[config.mk]
export PLATFORM = sky130hd
export DESIGN_NAME = bram_arbiter
export DESIGN_NICKNAME = d
export VERILOG_FILES = /design/src/rtl/bram_arbiter.sv
export SDC_FILE = /design/constraint.sdc
export NUM_CORES = 1
export LEC_CHECK = 0
export ABC_AREA = 1
export BUFFER_PORTS_ARGS = -buffer_cell sky130_fd_sc_hd__buf_4
export CAP_MARGIN = 20
export CORE_ASPECT_RATIO = 2
export CORE_UTILIZATION = 50
export CTS_BUF_LIST = sky130_fd_sc_hd__clkbuf_16
export CTS_CLUSTER_DIAMETER = 50
export DETAILED_ROUTE_END_ITERATION = 7
export PLACE_DENSITY = 0.86
export SKIP_LAST_GASP = 1
export SLEW_MARGIN = 20
export SYNTH_ARGS = -nofsm -noshare
export SYNTH_HDL_FRONTEND = slang
export SYNTH_SLANG_ARGS = --single-unit
[constraint.sdc]
create_clock -name clka -period 3.6 [get_ports clka]
set_input_delay 0.36 -clock clka [delete_from_list [all_inputs] [get_ports clka]]
set_output_delay 0.36 -clock clka [all_outputs]
set_load 0.05 [all_outputs]
[src/rtl/bram_arbiter.sv]
// ---------------------------------------------------------------------------
// bram_arbiter
//
// Shares one single-port synchronous BRAM (one-cycle read latency) between
// two requesters using round-robin arbitration. Commands (read or write)
// arrive over a valid/ready handshake. Read data comes back on a per-port
// one-cycle response strobe, in acceptance order, three edges after accept.
//
// Ports
//   clka                 clock, all logic on posedge
//   rst_n                asynchronous active-low reset
//   reqN_valid/ready     command handshake for requester N (N = 0, 1)
//   reqN_we              1 = write, 0 = read
//   reqN_addr/wdata      command address and write data
//   rspN_valid           one-cycle strobe: rspN_rdata holds read data
//   rspN_rdata           read data, holds between responses
//   bram_we/addr/din     registered drive of the BRAM write-enable/address/data
//   bram_dout            BRAM read data (valid one cycle after addr is sampled)
// ---------------------------------------------------------------------------
module bram_arbiter #(
    parameter int ADDR_W = 16,
    parameter int DATA_W = 8
) (
    input  logic              clka,
    input  logic              rst_n,

    input  logic              req0_valid,
    output logic              req0_ready,
    input  logic              req0_we,
    input  logic [ADDR_W-1:0] req0_addr,
    input  logic [DATA_W-1:0] req0_wdata,
    output logic              rsp0_valid,
    output logic [DATA_W-1:0] rsp0_rdata,

    input  logic              req1_valid,
    output logic              req1_ready,
    input  logic              req1_we,
    input  logic [ADDR_W-1:0] req1_addr,
    input  logic [DATA_W-1:0] req1_wdata,
    output logic              rsp1_valid,
    output logic [DATA_W-1:0] rsp1_rdata,

    output logic              bram_we,
    output logic [ADDR_W-1:0] bram_addr,
    output logic [DATA_W-1:0] bram_din,
    input  logic [DATA_W-1:0] bram_dout
);

    // Port granted by the most recent accepted command (1 = port 1).
    // Resetting to 1 makes port 0 the first winner under contention.
    logic              last;

    logic              gnt0;
    logic              gnt1;
    logic              acc_p0;
    logic              win_we_p0;
    logic [ADDR_W-1:0] win_addr_p0;
    logic [DATA_W-1:0] win_wdata_p0;

    // Tag pipe: {valid, is_read, port} follows each command to the capture.
    logic              vld_p1;
    logic              rd_p1;
    logic              port_p1;
    logic              vld_p2;
    logic              rd_p2;
    logic              port_p2;

    logic              cap0_p2;
    logic              cap1_p2;

    // ---- Stage 0: arbitration (combinational) ----
    // A port is granted when it alone is valid, or when both are valid and
    // it was not the last winner. rst_n gates the readies so nothing is
    // accepted while reset is asserted.
    always_comb begin
        gnt0         = rst_n & req0_valid & (~req1_valid | last);
        gnt1         = rst_n & req1_valid & (~req0_valid | ~last);
        acc_p0       = gnt0 | gnt1;
        win_we_p0    = gnt1 ? req1_we    : req0_we;
        win_addr_p0  = gnt1 ? req1_addr  : req0_addr;
        win_wdata_p0 = gnt1 ? req1_wdata : req0_wdata;
    end

    assign req0_ready = gnt0;
    assign req1_ready = gnt1;

    // ---- Stage 1: issue to BRAM, record tag ----
    // Without an accept, only bram_we drops; address and data hold so the
    // BRAM port does not toggle needlessly.
    always_ff @(posedge clka or negedge rst_n) begin
        if (!rst_n) begin
            last      <= 1'b1;
            bram_we   <= 1'b0;
            bram_addr <= '0;
            bram_din  <= '0;
            vld_p1    <= 1'b0;
            rd_p1     <= 1'b0;
            port_p1   <= 1'b0;
        end else begin
            vld_p1  <= acc_p0;
            rd_p1   <= ~win_we_p0;
            port_p1 <= gnt1;
            if (acc_p0) begin
                last      <= gnt1;
                bram_we   <= win_we_p0;
                bram_addr <= win_addr_p0;
                bram_din  <= win_wdata_p0;
            end else begin
                bram_we   <= 1'b0;
            end
        end
    end

    // ---- Stage 2: BRAM access in progress; dout valid during this stage ----
    always_ff @(posedge clka or negedge rst_n) begin
        if (!rst_n) begin
            vld_p2  <= 1'b0;
            rd_p2   <= 1'b0;
            port_p2 <= 1'b0;
        end else begin
            vld_p2  <= vld_p1;
            rd_p2   <= rd_p1;
            port_p2 <= port_p1;
        end
    end

    assign cap0_p2 = vld_p2 & rd_p2 & ~port_p2;
    assign cap1_p2 = vld_p2 & rd_p2 &  port_p2;

    // ---- Stage 3: capture read data into the owning port's response ----
    // The non-owning port's rdata holds its previous value.
    always_ff @(posedge clka or negedge rst_n) begin
        if (!rst_n) begin
            rsp0_valid <= 1'b0;
            rsp0_rdata <= '0;
            rsp1_valid <= 1'b0;
            rsp1_rdata <= '0;
        end else begin
            rsp0_valid <= cap0_p2;
            rsp1_valid <= cap1_p2;
            if (cap0_p2) begin
                rsp0_rdata <= bram_dout;
            end
            if (cap1_p2) begin
                rsp1_rdata <= bram_dout;
            end
        end
    end

endmodule

Word level (Yosys, flattened, before mapping)

Cells that the tools add are included.

Multiplexer cells: 4
Bitwise gates (word level): 15

Operator list:

| kind        | count |
|---|---|
| $mux 16     | 1 |
| $mux 8      | 1 |
| $and 1x1->1 | 7 |
| $not 1->1   | 5 |
| $or 1x1->1  | 3 |
| $mux 1      | 2 |

Bits in registers: 50
Input port bits: 62
Output and inout port bits: 45
Logic and storage cells: 33

Logic depth before layout (Yosys ltp)

Gate-level depths: netlist of run 1.

Depth after elaboration: 5
Depth in mapped cells: 7
Gate-level depth less buffers: 6

Worst setup path after synthesis of run 1

OpenSTA, ideal clock, no wires.

Kind: register to output
From: register last
To: output req0_ready
Data arrival time: 1.317 ns
Path slack: 1.923 ns
Cell stages (with the launch flop): 3
Buffers on the path: 0
Cells stage by stage: dfstp_2 -> inv_1 -> a21oi_1

Cells in the longest elaborated chain, start to end: 2

Ends and longest elaborated chain:

| what                   | RTL line | RTL |
|---|---|---|
| start, declared        | 51       | `logic last;` |
| start signal, assigned | 104      | `last <= gnt1;` |
| $or 1x1->1             | 76       | `gnt0 = rst_n & req0_valid & (~req1_valid \| last);` |
| $and 1x1->1            | 76       |  |
| end, declared          | 28       | `output logic req0_ready,` |

No other way between the ends.

Final worst setup path of run 1

From: input rst_n
To: output req1_ready

Cells in the longest elaborated chain, start to end: 2

Ends and longest elaborated chain:

| what                     | RTL line | RTL |
|---|---|---|
| start, declared          | 25       | `input logic rst_n,` |
| $and 1x1->1 (2 in a row) | 77       | `gnt1 = rst_n & req1_valid & (~req0_valid \| ~last);` |
| end, declared            | 36       | `output logic req1_ready,` |

No other way between the ends.

==> results of run 1 <==
[worst max-delay path by stage]
stage	to	slack, ns	depth (start not counted)
after CTS	req1_ready	1.40	6
after global placement	req1_ready	1.43	6
final	req1_ready	1.45	6
after floorplan	req0_ready	1.92	2
after global routing	req1_ready	1.24	6
after detailed placement	req1_ready	1.40	6
[where the power goes]
| part | leakage, µW | internal (µW) | switching, µW | total [µW] |
|---|---|---|---|---|
| Sequential | 0.000610 | 662 | 52.9 | 714 |
| Combinational | 0.00127 | 218 | 503 | 720 |
| Clock | 0.0000915 | 395 | 191 | 586 |
[logic make-up after synthesis]
group | Yosys count | synth area share [%]
flops | 50 | 53.3
compound gates | 18 | 3.83
buf+inv | 76 | 14.3
simple gates | 147 | 28.6
[critical path: stages]
cell	delay, ns
buf_4	0.49
nand2_2	0.19
clkinv_4	0.21
nand2_8	0.18
inv_1	0.12
buf_4	0.20
[layout make-up]
class	instances	area, µm²	area share (%)
Tap cell	55	68.8	2.08
Sequential cell	50	1250	37.8
Clock inverter	3	63.8	1.93
Multi-Input combinational cell	165	762	23.0
Timing Repair Buffer	106	796	24.0
Inverter	64	245	7.40
Clock buffer	5	125	3.78
[metrics by stage]
step / utilization, % / power (µW) / cells / setup slack [ns]
after floorplan: - / 1200 / 291 / 1.92
after global placement: 68.6 / 1430 / 440 / 1.43
after detailed placement: 68.6 / 1450 / 440 / 1.40
after CTS: 72.7 / 2040 / 448 / 1.40
after global routing: 72.7 / 2110 / 448 / 1.24
final: 72.7 / 2020 / 448 / 1.45
[metal layers]
metal / global-route usage (%) / part of all wire (%) / vias up
li1: - / - / 1078
met1: 27.0 / 34 / 1021
met2: 45.4 / 58 / 80
met3: 3.55 / 4.4 / 12
met4: 11.5 / 3.2 / 0
met5: 0 / 0 / -
[state kept, by name (all words and copies together) (netlist names), 8 cells and up]
signal / cells
rsp0_rdata: 8
rsp1_rdata: 8
bram_addr: 16
bram_din: 8
[layout by cell type, fill, tap and decap left out]
| cell | count |
|---|---|
| a21oi_1 | 1 |
| buf_4 | 106 |
| bufinv_16 | 2 |
| clkbuf_16 | 5 |
| clkinv_1 | 1 |
| clkinv_4 | 1 |
| dfrtp_1 | 49 |
| dfstp_2 | 1 |
| inv_1 | 62 |
| inv_2 | 1 |
| nand2_1 | 81 |
| nand2_2 | 12 |
| nand2_4 | 1 |
| nand2_8 | 1 |
| nand3_1 | 50 |
| nand3b_1 | 1 |
| nor2_1 | 1 |
| o21ai_0 | 17 |
==> metrics, run 1 <==
Reg2Reg Depth=5; Synth warnings=0; Area after DPL=3120 µm²; # setup viols final=0; post-CTS setup buffer count=0; CTS Buffer Depth=2; most common flop cell mapped by yosys=dfrtp_1; DP HPWL=about 4200 µm; Worst Skew=~0.0037 ns; Tot GR Track Use=24.8%; drt total wl=5640 µm; leakage power=slightly below 0.002 µW; r2r setup slk=2.05 ns; TritonCTS Buffers=5; outcome=finished clean; post-route cell area=3310 µm²; Yosys reg bits=50; top-count cell post-synth=nand2_1; initial antenna violation count=0; register area share after synthesis=53.3%; diodes inserted=0; Final GP Congestion=0.783; nets=around 450; worst-skew pair later-pin latency=0.28 ns; slew margin rel.=58.1%; IO Port Bufs=106; syn_area_per_cell=a little over 8 µm²; 1st-pass router iterations=4; vias in the first global route=2153; GR Overflow Total=0; clock-pin slew on the worst setup and hold paths=0.06 ns; max cap viols=0; synthesized netlist cell count=291; ranking of synthesized cells by area=dfrtp_1 (52%), nand2_1 (13%), nand3_1 (11%), inv_1 (9.9%), o21ai_0 (3.6%); layout cell share with drive strength beyond 1=33.1%; Routed WL per cell=12.6 µm; maximum VDD drop=0.488 mV; area grow syn2layout=40.9%; fmax=464 MHz; Post-synth EDFFs=0; min cycle time layout=2.15 ns; Startpoint Class=input pin; Fill cells=around 380; Slew Limit Fails=0; die height=99.0 µm; Slew @ Worst Pin=0.629 ns; worst hold slack=0.0969 ns; Vias/cell=4.89; Critical Path AT=about 1.8 ns; CTS tree=built; fin crit share=59.8%; Fin Setup TNS=0 ns; post-cts repair resize count=0; synthesized cell area=2350 µm²; DRC viols=0; CP endpoint kind=output port; critical path type=in -> out; ys async rst share=100%; Syn Nets=353; Crit. Startpoint=rst_n; CTS Hold Bufs=0; PD cells=approximately 600 nW/µm²; top cells by count, synth=nand2_1 (81), inv_1 (62), nand3_1 (50); first-iteration detailed-routing DRC count=49; r2r endpoint=bram_we; clk root buf=clkbuf_16; RSZ-0062 raised after global routing=false; Crit path required time=3.24 ns; initial core utilization=around half; total number of vias=2191; Final ANT Viol Nets=0; Core Box Area=4550 µm²; clk sink count=50; Final Hold Vio Count=0; Yosys top cell area share=roughly 52%; first-pass GRT wire length=9360 µm; # IOs=about 110; r2r startpoint=last; Hold Crit Class=in -> async; H-tree depth=2; largest fanout on the critical path=52; area leader, netlist=dfrtp_1; Die X=50.5 µm; Die Area=5000 µm²; Netlist cell types=18; largest net degree at the start of global routing=53; row count=35
Note: power is estimated with default switching activity, not from simulation.
==> inputs of run 2 (changes only) <==
--- a/config.mk
+++ b/config.mk
@@ -5,15 +5,15 @@
 export SDC_FILE = /design/constraint.sdc
 export NUM_CORES = 1
 export LEC_CHECK = 0
-export ABC_AREA = 1
+export ABC_AREA = 0
 export BUFFER_PORTS_ARGS = -buffer_cell sky130_fd_sc_hd__buf_4
 export CAP_MARGIN = 20
 export CORE_ASPECT_RATIO = 2
-export CORE_UTILIZATION = 50
+export CORE_UTILIZATION = 45
 export CTS_BUF_LIST = sky130_fd_sc_hd__clkbuf_16
 export CTS_CLUSTER_DIAMETER = 50
 export DETAILED_ROUTE_END_ITERATION = 7
-export PLACE_DENSITY = 0.86
+export PLACE_DENSITY = 0.81
 export SKIP_LAST_GASP = 1
 export SLEW_MARGIN = 20
 export SYNTH_ARGS = -nofsm -noshare
==> constraint.sdc (replaced) <==
create_clock -name clka -period 2.2 [get_ports clka]
set_input_delay 0.22 -clock clka [delete_from_list [all_inputs] [get_ports clka]]
set_output_delay 0.22 -clock clka [all_outputs]
set_load 0.05 [all_outputs]
==> run 2 against run 1 <==
  * First-iteration DRC count is 49% lower
  * Clock-buffer cell count stayed put
  * Area after synthesis is 7.9% lower
==> metrics, run 2 <==
min cycle time layout=around 1.6 ns; syn_area_per_cell=11.1 µm²; worst-skew pair later-pin latency=0.28 ns; post-cts repair resize count=0; clk sink count=50; die height=100 µm; row count=35; vias in the first global route=1894; largest net degree at the start of global routing=51; Syn Nets=258; Startpoint Class=register; top-count cell post-synth=dfrtp_1; Hold Crit Class=in -> async; 1st-pass router iterations=4; slew margin rel.=between 40% and 50%; first-iteration detailed-routing DRC count=25; TritonCTS Buffers=5; leakage power=0.00145 µW; RSZ-0062 raised after global routing=false; ys async rst share=100%; Multi-input gate area=797 µm²; area grow syn2layout=43.3%; CP endpoint kind=register; fin crit share=73.2%; max cap viols=0; synthesized netlist cell count=196; Post-Layout Cell Count=354; Post-synth EDFFs=0; # setup viols final=0; Synth warnings=0; Tot GR Track Use=22.5%; critical path type=reg -> reg; CTS Buffer Depth=2; outcome=finished clean; synthesized cell area=2170 µm²; Routed WL per cell=14.9 µm; ranking of synthesized cells by area=dfrtp_1 (57%), mux2_1 (8.3%), a31oi_1 (6.9%), nand3_1 (5.8%), nor2_1 (4.3%); nets=361; FF/Latch Area=1250 µm²; maximum VDD drop=just under 0.7 mV; diodes inserted=0; register area share after synthesis=57.8%; r2r startpoint=last; IO Port Bufs=106; Yosys reg bits=50; worst hold slack=0.109 ns; Slew @ Worst Pin=0.850 ns; top cells by count, synth=dfrtp_1 (49), nand3_1 (25), nor2_1 (25); largest fanout on the critical path=25; Die X=51.1 µm; Die Area=5110 µm²; Fin Setup TNS=0 ns; largest reg by FF count=bram_addr; Critical Path AT=approximately 1.8 ns; total number of vias=between 1500 and 2000; Worst Skew=between 0.002 and 0.003 ns; Final GP Congestion=between 0.8 and 0.9; most common flop cell mapped by yosys=dfrtp_1; initial antenna violation count=0; Place WS=0.588 ns; final setup margin=~0.59 ns; fmax=approximately 620 MHz; dpl cells=347; clk root buf=clkbuf_16; Netlist cell types=21; GR Overflow Total=0; Yosys top cell area share=56.6%; Crit path required time=2.33 ns; DRC viols=0; post-CTS setup buffer count=0; clock-pin slew on the worst setup and hold paths=0.06 ns; Final ANT Viol Nets=0; r2r setup slk=0.59 ns; DP HPWL=3870 µm; area leader, netlist=dfrtp_1; Reg2Reg Depth=3; Slew Limit Fails=0; Final Total Pwr=3050 µW; Core Box Area=4600 µm²; commonest non-fill, non-tap cell in the layout=buf_4; CTS tree=built; max reg flops=16; Fill cells=386; most frequent cells in the layout=buf_4 (111), dfrtp_1 (49), nor2_1 (25), nand3_1 (25), a31oi_1 (24); first-pass GRT wire length=roughly 8600 µm; r2r endpoint=bram_addr[10]; Vias/cell=around 5.3; initial core utilization=a little under half; CTS Hold Bufs=0; PD cells=984 nW/µm²; Final Hold Vio Count=0; drt total wl=approximately 5300 µm; H-tree depth=2; # IOs=107; layout cell share with drive strength beyond 1=between 40% and 50%
[run 2: cell types whose count changed after synthesis, moves of 12 or more]
cell     delta
nand2_1    -77
inv_1      -59
nand3_1    -25
a31oi_1    +24
nor2_1     +24
mux2_1     +16
o21ai_0    -16
o21ai_1    +16
nand2_2    -12
[run 2: worst max path at each step]
stage | endpoint | slack, ns | from
after global placement | bram_din[6] | 0.66 | last
after floorplan | req1_ready | 0.52 | last
after detailed placement | bram_addr[10] | 0.59 | last
after global routing | bram_addr[10] | 0.44 | last
after CTS | bram_addr[10] | 0.57 | last
final | bram_addr[10] | 0.59 | last
[run 2: cell families (layout without fill, tap and decap cells)]
| kind of cell | after synthesis | in the layout | synth area share, % |
|---|---|---|---|
| simple gates | 59 | 59 | 13.1 |
| buf+inv | 18 | 121 | 5.37 |
| compound gates | 53 | 53 | 15.4 |
| mux | 16 | 16 | 8.32 |
| flops | 50 | 50 | 57.8 |
[run 2: power by group]
part | internal (µW) | switching [µW]
Combinational | 373 | 783
Clock | 414 | 313
Sequential | 1080 | 88.7
Total | 1870 | 1190
[run 2: cell type report]
type	instances	share of cell area, %
timing repair buffer	111	26.9
inverter	3	0.363
tap	55	2.22
clock inverter	2	0.484
multi-input combinational	128	25.7
sequential	50	40.4
clock buffer	5	4.03
[run 2: through the flow]
stage,cell area [µm²],utilization (%)
after detailed placement,2960,64.4
after CTS,3100,67.5
after floorplan,2170,-
after global placement,2960,64.4
final,3100,67.5
after global routing,3100,67.5
[run 2: critical path, stage by stage (launching register included)]
cell,delay (ns)
dfstp_2,0.56
nand2_1,0.50
nand3_1,0.27
a31oi_1,0.12
[run 2: layer usage]
metal,vias up,share of wire (%),global-route usage [%]
met2,87,56,39.0
met3,12,6.1,4.39
met5,-,0,0
met4,0,2.8,11.3
met1,880,35,25.4
li1,909,-,-
==> inputs of run 3 (changes only) <==
==> constraint.sdc (replaced) <==
create_clock -name clka -period 1.6 [get_ports clka]
set_input_delay 0.16 -clock clka [delete_from_list [all_inputs] [get_ports clka]]
set_output_delay 0.16 -clock clka [all_outputs]
set_load 0.05 [all_outputs]
==> run 3 against run 2 <==
  * Wire length rose by 4.9%
  * Largest power group is now combinational cells
  * Highest routed layer unchanged
  * Global-route usage grew 1.1 points
  * Register-to-register slack lost 0.37 ns
==> metrics, run 3 (synthesis results as in run 2) <==
area grow syn2layout=48.1%; Worst Skew=0.00326 ns; largest reg by FF count=bram_addr; largest fanout on the critical path=6; Crit path top cell by count=buf_4; row count=35; CTS tree=built; Final Hold Vio Count=0; H-tree depth=2; max cap viols=0; Vias/cell=around 5.3; Slew Limit Fails=0; r2r endpoint=rd_p1; worst hold slack=0.0952 ns; Reg2Reg Depth=5; power share of the combinational group=a little under two fifths; Routed WL per cell=15.3 µm; layout cell share with drive strength beyond 1=45.0%; min cycle time layout=1.53 ns; outcome=finished clean; CP max-delay cell=dlygate4sd3_1; # setup viols final=0; Hold Crit Class=in -> reg; hold path depth=2; initial antenna violation count=0; die height=100 µm; Final GP Congestion=0.751; vias in the first global route=1882; GR Overflow Total=0; CTS Buffer Depth=2; r2r startpoint=last; maximum VDD drop=0.903 mV; Crit path required time=between 1 and 1.5 ns; most frequent cells in the layout=buf_4 (114), dfrtp_1 (49), nand3_1 (25); Tot GR Track Use=23.6%; Seq pwr share=~37%; Die Area=about 5100 µm²; r2r setup slk=~0.22 ns; Critical Path AT=1.37 ns; largest net degree at the start of global routing=39; Core Box Area=4600 µm²; TritonCTS Buffers=5; critical path type=in -> out; clock share of power=26.5%; slew margin rel.=between 60% and 70%; clk sink count=50; max reg flops=16; CP endpoint kind=output port; commonest non-fill, non-tap cell in the layout=buf_4; first-iteration detailed-routing DRC count=20; crit-path cells=dlygate4sd3_1, buf_4, nand2_1, a21oi_1, buf_4; diodes inserted=0; DRC viols=0; CP peak stage delay=0.56 ns; Internal Power=2760 µW; Switch Pwr=around 1600 µW; 1st-pass router iterations=4; hold wc startpoint=bram_dout[0]; Die X=51.1 µm; hold path endpoint=rsp0_rdata[0]; PD cells=around 1400 nW/µm²; IO Port Bufs=106; initial core utilization=47.1%; Startpoint Class=input pin; clock-pin slew on the worst setup and hold paths=around 0.06 ns; first-pass GRT wire length=between 8000 and 9000 µm; Fill cells=364; DP HPWL=~4200 µm; leakage power=0.00151 µW; RSZ-0062 raised after global routing=false; Slew @ Worst Pin=0.537 ns; worst-skew pair later-pin latency=0.28 ns; Switching Fraction=between 30% and 40%; drt total wl=5520 µm; fmax=653 MHz; clk root buf=clkbuf_16; # IOs=~110; Final ANT Viol Nets=0; fin crit share=95.7%; Fin Setup TNS=0 ns; total number of vias=between 1500 and 2000; nets=368
## run 3: timing repair
item,in CTS,in global routing
hold buffers,2,0
resized for setup,1,1
buffers inserted,1,0
setup endpoints to repair,1,1
endpoints found under the hold margin,12,0
## run 3: area by class of cell
class | count | area, µm² | area share, %
Tap cell | 55 | 68.8 | 2.15
Inverter | 3 | 11.3 | 0.351
Clock inverter | 3 | 40.0 | 1.25
Timing Repair Buffer | 118 | 907 | 28.3
Sequential cell | 50 | 1250 | 39.1
Clock buffer | 5 | 125 | 3.90
Multi-Input combinational cell | 128 | 802 | 25.0
## run 3: routing by layer
metal	track usage, %	up-vias	part of all wire [%]
met4	10.3	0	2.6
li1	-	915	-
met1	25.5	895	34
met5	0	-	0
met2	43.4	86	58
met3	3.94	11	5.6
## run 3: power by group through the flow
| stage | Clock, µW | Sequential (µW) | Combinational, µW |
|---|---|---|---|
| 4_1_cts | 1180 | 1610 | 1640 |
| 5_1_grt | 1240 | 1630 | 1720 |
| 3_3_place_gp | 0 | 1620 | 1600 |
| 2_1_floorplan | 0 | 2340 | 337 |
| 6_report | 1170 | 1610 | 1630 |
| 3_5_place_dp | 0 | 1630 | 1630 |
## run 3: worst max path at each step
stage	slack, ns	cells after the start	to	from
3_5_place_dp	0.29	4	req1_ready	last
2_1_floorplan	0.09	2	req0_ready	last
5_1_grt	0.04	4	req1_ready	last
4_1_cts	0.03	5	req1_ready	rst_n
3_3_place_gp	0.31	4	req1_ready	last
6_report	0.07	5	req0_ready	rst_n
## run 3: metrics by stage
stage	cell area, µm²	util, %	cells	total power (µW)	worst slack [ns]
final	3210	69.7	362	4410	0.0687
after global routing	3210	69.7	362	4590	0.0407
after CTS	3200	69.7	362	4430	0.0308
after detailed placement	3010	65.4	351	3260	0.292
after global placement	3010	65.4	351	3220	0.313
after floorplan	2170	-	196	2680	0.0879
## run 3: worst max-delay path: cells and delay by family
family          cells  cell delay [ns]
compound gates      1             0.19
buf+inv             3             0.96
simple gates        1             0.07
